==> config.mk <==
export PLATFORM = sky130hd
export DESIGN_NAME = serial_adder
export DESIGN_NICKNAME = d
export VERILOG_FILES = /design/src/rtl/serial_adder_pkg.sv /design/src/rtl/serial_adder_full_adder_cell.sv /design/src/rtl/serial_adder.sv
export SDC_FILE = /design/constraint.sdc
export NUM_CORES = 1
export LEC_CHECK = 0
export BUFFER_PORTS_ARGS = -buffer_cell sky130_fd_sc_hd__buf_2
export CORE_ASPECT_RATIO = 1.25
export CORE_UTILIZATION = 48
export CTS_CLUSTER_SIZE = 24
export DETAILED_ROUTE_END_ITERATION = 7
export HOLD_SLACK_MARGIN = 0.08
export PLACE_DENSITY = 0.7
export SLEW_MARGIN = 20
export SYNTH_ARGS = -nofsm -noshare
export SYNTH_HDL_FRONTEND = slang
export SYNTH_SLANG_ARGS = --single-unit
==> constraint.sdc <==
create_clock -name clk -period 1.7 [get_ports clk]
set_input_delay 0.085 -clock clk [delete_from_list [all_inputs] [get_ports clk]]
set_output_delay 0.085 -clock clk [all_outputs]
set_load 0.05 [all_outputs]
==> src/rtl/serial_adder_pkg.sv <==
// Shared types and defaults for the bit-serial adder.
// No logic; imported by the top level.
package serial_adder_pkg;

    localparam int DEFAULT_WIDTH = 8;

    typedef enum logic {
        IDLE = 1'b0,
        ADD  = 1'b1
    } state_t;

endpackage

==> src/rtl/serial_adder_full_adder_cell.sv <==
// One-bit full adder; the only place the sum/carry equations live.
// Purely combinational: zero latency, no flow control.
module full_adder_cell (
    input  logic a,
    input  logic b,
    input  logic cin,
    output logic s,
    output logic cout
);

    assign s    = a ^ b ^ cin;
    assign cout = (a & b) | (a & cin) | (b & cin);

endmodule

==> src/rtl/serial_adder.sv <==
// LSB-first serial adder: result and done pulse WIDTH cycles after an accepted start.
// No backpressure; start is only sampled while idle and is dropped (not queued) while busy.
module serial_adder
    import serial_adder_pkg::*;
#(
    parameter int WIDTH = DEFAULT_WIDTH
) (
    input  logic             clk,
    input  logic             reset,
    input  logic             start,
    input  logic [WIDTH-1:0] input1,
    input  logic [WIDTH-1:0] input2,
    input  logic             carry_in,
    output logic             busy,
    output logic             done,
    output logic [WIDTH-1:0] sum,
    output logic             carry_out
);

    localparam int CW = (WIDTH > 1) ? $clog2(WIDTH) : 1;
    localparam logic [CW-1:0] LAST = CW'(WIDTH - 1);

    state_t           state;
    logic [WIDTH-1:0] a_sr;
    logic [WIDTH-1:0] b_sr;
    logic             c_reg;
    logic [CW-1:0]    cnt;
    logic             fa_s;
    logic             fa_cout;
    logic [WIDTH-1:0] sum_cat;

    full_adder_cell u_fa (
        .a    (a_sr[0]),
        .b    (b_sr[0]),
        .cin  (c_reg),
        .s    (fa_s),
        .cout (fa_cout)
    );

    // Partial sum is kept one bit short: this cycle's bit completes it at the MSB end.
    generate
        if (WIDTH == 1) begin : g_one
            assign sum_cat = fa_s;
        end else begin : g_multi
            logic [WIDTH-2:0] sum_sr;
            always_ff @(posedge clk) begin
                if (reset) begin
                    sum_sr <= '0;
                end else if (state == ADD) begin
                    sum_sr <= sum_cat[WIDTH-1:1];
                end
            end
            assign sum_cat = {fa_s, sum_sr};
        end
    endgenerate

    always_ff @(posedge clk) begin
        if (reset) begin
            state     <= IDLE;
            a_sr      <= '0;
            b_sr      <= '0;
            c_reg     <= 1'b0;
            cnt       <= '0;
            busy      <= 1'b0;
            done      <= 1'b0;
            sum       <= '0;
            carry_out <= 1'b0;
        end else begin
            done <= 1'b0;
            case (state)
                IDLE: begin
                    if (start) begin
                        a_sr  <= input1;
                        b_sr  <= input2;
                        c_reg <= carry_in;
                        cnt   <= '0;
                        busy  <= 1'b1;
                        state <= ADD;
                    end
                end
                ADD: begin
                    a_sr  <= a_sr >> 1;
                    b_sr  <= b_sr >> 1;
                    c_reg <= fa_cout;
                    cnt   <= cnt + CW'(1);
                    if (cnt == LAST) begin
                        sum       <= sum_cat;
                        carry_out <= fa_cout;
                        done      <= 1'b1;
                        busy      <= 1'b0;
                        state     <= IDLE;
                    end
                end
                default: state <= IDLE;
            endcase
        end
    end

endmodule

==> flow_summary.yaml, run 1 <==
synthesis:
  synthCells: 165
  synth-seq-cells: 39
  ys_seq_area_frac: 0.4467
  syn-num-nets: 189
  synthesis.area_mm2: 0.001748
  ys_warn_count: 0
  syn_area_per_cell_um2: 10.59
  synth_cell_type_count: 21
power_and_ir_drop:
  pwr_density_cell_mw_per_mm2: 902.8
  ir_drop_mv: 0.6554
  p_leak_uw: 0.0008460
timing:
  final.period_utilization: 0.8857
  slew_violations: 0
  rsz0062_at_grt: "false"
  setup_viol: 0
  fmax_mhz: 664.1
  worstMarginPinSlew_ns: 0.6191
  final.min_clock_period_ns: 1.506
  fin_skew_ns: 0.004491
  slew_headroom: 0.5873
  layout_setup_ws_ns: 0.1943
  hold_viol: 0
  setup_tns_ns: 0
worst_setup_path:
  worst-path-buf-inv: 0
  crit_type: "reg -> reg"
  critical_path_required_ns: 1.85
  cp_cell_sequence: "ha_1 > ha_1 > a21bo_2 > a21oi_1"
  cp_common_cell: "ha_1"
  timing.rr.start: "cnt[0]$_SDFFE_PP0P_"
  cp_top_family: "adder cells"
  cp_slowest_stage_delay_ns: 0.56
  slowest_stage: "ha_1"
  crit_path_end_kind: "register"
  worstPathArrival_ns: 1.66
  startpoint_type: "register"
  startpoint: "cnt[0]$_SDFFE_PP0P_"
  cp_max_fo: 19
finish:
  layout.cells.non_filler: 230
  n_antenna_cell: 0
  area_growth_pct: 12.38
  fin_area_mm2: 0.001964
  drive_above_1_share: 0.3089
  largestRegisters: "a_sr: 8 flops, b_sr: 8 flops, sum: 8 flops"
  utilization: 0.5639
  final_nets: 214
cts:
  post_cts_resized: 0
  path_clk_slew_ns: 0.07
  postCtsHoldBufs: 0
  numCtsBuffers: 5
  cts_tree: "built"
  cts.sinks: 39
  clockBufferDepth: 2
  cts_setup_buffers: 0
  h-tree-depth: 2
  clock_latency_ns: 0.28
  cts_root_buf: "clkbuf_8"
route:
  firstDrtPassIters: 4
  drt_iter0_drc: 33
  via_per_inst: 5.404
  wl_per_cell_um: 13.11
  num_vias: 1243
  ant_nets: 0
  wl_um: 3015
  drc_errors: 0
floorplan:
  start_util: 0.5018
  rows: 24
  die_w_um: 55.98
  ios: 31
  dieArea_mm2: 0.003889
  core_mm2: 0.003483
  die_height_um: 69.47
grt:
  grt_max_degree: 43
  antenna_found_initial: 0
  grt_pass1_wl_um: 5223
  grt_pass1_vias: 1201
  grt_overflow: 0
  grt_use_total: 0.1702
placed_design:
  dp_slack_ns: 0.1965
  dpl.cell_count: 222
  placed_area_mm2: 0.001883
  detailed_place_hpwl_um: 2044
  io_buffers: 30
  finalWeightedCongestion: 0.6523
run_status:
  status: "finished, final reports clean"
hold_path:
  hp-class: "in -> reg"
  holdCritStartpoint: "input1[7]"
flow_run:
  cap_violations: 0
cell families (layout without fill, tap and decap cells):
group | Yosys count | count (layout) | synth area share
and+or+nand+nor | 43 | 43 | 0.1331
adders and majority gates | 4 | 4 | 0.03293
buffers and inverters | 16 | 42 | 0.05869
AOI/OAI and AO/OA | 39 | 39 | 0.1911
DFF | 39 | 39 | 0.4467
muxes | 24 | 24 | 0.1374
metrics by stage:
stage	hold WS [ns]	power (uW)
floorplan	0.2666	1172
global placement	0.3785	1210
detailed placement	0.3966	1221
CTS	0.09846	1806
global route	0.1341	1872
finish	0.1044	1773
cell usage after synthesis, drive strengths merged:
cell	number	area, um^2
a211oi	16	165.2
nor2	9	33.78
nand2	3	11.26
a21oi	13	68.82
clkbuf	2	7.510
nor3	2	10.01
ha	3	37.54
nor2b	15	93.84
fa	1	20.02
dfxtp	39	780.8
mux2i	24	240.2
nand2b	2	12.51
a21bo	10	100.1
nand3	9	45.04
buf	13	91.33
or3b	3	26.28
inv	1	3.750
worst reg2reg max path: stages (launching register included):
cell and delay, ns:
dfxtp_1 0.34, ha_1 0.18, ha_1 0.56, a21bo_2 0.24
a21oi_1 0.06
per-layer routing:
layer | track usage | vias up | part of all wire | routed length (um)
met5 | 0 | - | 0 | 0
met2 | 0.3095 | 19 | 0.54 | 1617
met1 | 0.1852 | 592 | 0.42 | 1266
li1 | - | 628 | - | -
met3 | 0.05037 | 4 | 0.035 | 105
met4 | 0.05691 | 0 | 0.0083 | 25
area by class of cell:
class                      instances  area (um^2)
sequential                        39        780.7
fill                             322         1519
timing repair buffer              33        185.2
tap                               39        48.80
inverter                           1        3.754
clock inverter                     1        5.005
multi-input combinational        110        864.6
clock buffer                       7        76.32
path summary, 6_finish.rpt:
path                          endpoint  slack (ns)  cells after the start
hold / removal    a_sr[7]$_SDFFE_PP0P_        0.10                      3
setup / recovery   sum[7]$_SDFFE_PP0P_        0.19                      4
setup reg to reg   sum[7]$_SDFFE_PP0P_        0.19                      4
hold reg to reg    sum[6]$_SDFFE_PP0P_        0.49                      2
where the power goes:
group / internal [uW] / switching [uW]
clock network: 288 / 288
logic: 100 / 115
registers: 957 / 25.1
total: 1340 / 429
cells in the final DEF, fill, tap and decap left out:
cell,count
nor3_1,2
fa_1,1
a211oi_2,9
nand2_1,3
clkbuf_1,2
a21oi_1,12
buf_12,1
or3b_1,3
a21oi_2,1
nor2b_1,15
clkinv_2,1
nor2_1,9
a21bo_2,10
nand2b_1,2
a211oi_1,7
buf_4,2
buf_2,30
nand3_1,9
mux2i_1,24
dfxtp_1,39
clkbuf_8,5
inv_1,1
ha_1,3
Power figures use the tool's default switching activity.
==> run 2, diff against run 1 <==
==> constraint.sdc (replaced) <==
create_clock -name clk -period 1.7 [get_ports clk]
set_input_delay 0.34 -clock clk [delete_from_list [all_inputs] [get_ports clk]]
set_output_delay 0.34 -clock clk [all_outputs]
set_load 0.05 [all_outputs]
==> run 2 against run 1 <==
Cell area unchanged. Utilization is the same. Clock power rose by 3%. Largest cell class unchanged.
==> flow_summary.yaml, run 2 (synthesis results as in run 1) <==
worst_setup_path:
  slowest_stage: "ha_1"
  cp_max_fo: 19
  crit_type: "reg -> reg"
  cp_common_cell: "ha_1"
  startpoint_type: "register"
  critical_path_required_ns: 1.86
  worstPathArrival_ns: 1.67
  crit_cells: 4
  worst-path-buf-inv: 0
  crit_path_end_kind: "register"
  cp_slowest_stage_delay_ns: 0.55
  cp_top_family: "adder cells"
  reg2reg_depth: 4
  cp_cell_sequence: "ha_1 > ha_1 > a21bo_2 > a21oi_1"
grt:
  grt_use_total: 0.1736
  use_met3: 0.04851
  grtUsageMet2: 0.3095
  grt_overflow: 0
  grt_pass1_vias: 1227
  grt_pass1_wl_um: 5333
  antenna_found_initial: 0
  use_met1: 0.1908
  grt_max_degree: 25
  grt_busiest_layer: "met2"
power_and_ir_drop:
  total_power_uw: 1795
  p_leak_uw: 0.0008466
  ir_drop_mv: 0.5888
  pwr_density_cell_mw_per_mm2: 913.6
floorplan:
  core_mm2: 0.003483
  rows: 24
  die_height_um: 69.47
  dieArea_mm2: 0.003889
  die_w_um: 55.98
  start_util: 0.5018
  ios: 31
cts:
  post_cts_resized: 0
  cts_root_buf: "clkbuf_8"
  numCtsBuffers: 5
  postCtsHoldBufs: 0
  cts_setup_buffers: 0
  cts.sinks: 39
  clock_latency_ns: 0.29
  path_clk_slew_ns: 0.07
  clockBufferDepth: 2
  cts_tree: "built"
  h-tree-depth: 2
timing:
  hold_viol: 0
  fmax_mhz: 662.9
  layout_setup_ws_ns: 0.1915
  final.period_utilization: 0.8874
  setup_viol: 0
  rsz0062_at_grt: "false"
  final.min_clock_period_ns: 1.509
  worstMarginPinSlew_ns: 0.6061
  slew_violations: 0
  setup_tns_ns: 0
  slew_headroom: 0.5955
  fin_skew_ns: 0.007210
placed_design:
  detailed_place_hpwl_um: 2165
  finalWeightedCongestion: 0.6447
  io_buffers: 30
  placed_area_mm2: 0.001883
  dp_slack_ns: 0.1857
finish:
  drive_above_1_share: 0.3089
  fin_area_mm2: 0.001964
  final_cell_mix: "dfxtp_1 (39), buf_2 (30), mux2i_1 (24)"
  area_growth_pct: 12.38
  n_antenna_cell: 0
  largestRegisters: "a_sr: 8 flops, b_sr: 8 flops, sum: 8 flops"
  final_nets: 214
  final_common_cell: "dfxtp_1"
hold_path:
  hold_depth: 3
  hp-class: "in -> reg"
route:
  firstDrtPassIters: 4
  ant_nets: 0
  drt_iter0_drc: 41
  wl_um: 3174
  wl_per_cell_um: 13.80
  drc_errors: 0
  num_vias: 1243
  via_per_inst: 5.404
run_status:
  status: "finished, final reports clean"
flow_run:
  cap_violations: 0
## run 2: cell counts in the layout (fill, tap and decap cells not counted)
No cell type changed its count.
## run 2: metal layers
| layer | wire length [um] | vias to the layer above | part of all wire |
|---|---|---|---|
| met4 | 41 | 0 | 0.013 |
| li1 | - | 624 | - |
| met2 | 1680 | 22 | 0.53 |
| met5 | 0 | - | 0 |
| met1 | 1348 | 594 | 0.42 |
| met3 | 103 | 3 | 0.032 |
## run 2: where the power goes
group / total, uW / switching [uW] / internal [uW]
Sequential: 987 / 29.7 / 957
Combinational: 213 / 114 / 99.2
Clock: 595 / 307 / 288
Total: 1790 / 451 / 1340
## run 2: path summary, 6_finish.rpt
path,startpoint,end,slack (ns)
hold reg to reg,g_multi.sum_sr[1]$_SDFFE_PP0P_,sum[1]$_SDFFE_PP0P_,0.50
setup reg to reg,cnt[0]$_SDFFE_PP0P_,sum[4]$_SDFFE_PP0P_,0.19
hold / removal,input1[7],a_sr[7]$_SDFFE_PP0P_,0.34
setup / recovery,cnt[0]$_SDFFE_PP0P_,sum[4]$_SDFFE_PP0P_,0.19
## run 2: metrics by stage
step,hold WS [ns],instances,util
5_1_grt,0.3778,230,0.5639
3_3_place_gp,0.4779,222,0.5406
4_1_cts,0.3319,230,0.5639
2_1_floorplan,0.4554,165,-
6_report,0.3434,230,0.5639
3_5_place_dp,0.4836,222,0.5406
## run 2: worst min-delay path: stages
cell	delay, ns
buf_2	0.08
mux2i_1	0.05
nor3_1	0.11
## run 2: area by class of cell
type,count,area (um^2)
tap,39,48.80
sequential,39,780.7
fill,309,1519
timing repair buffer,33,185.2
clock buffer,7,76.32
clock inverter,1,5.005
inverter,1,3.754
multi-input combinational,110,864.6
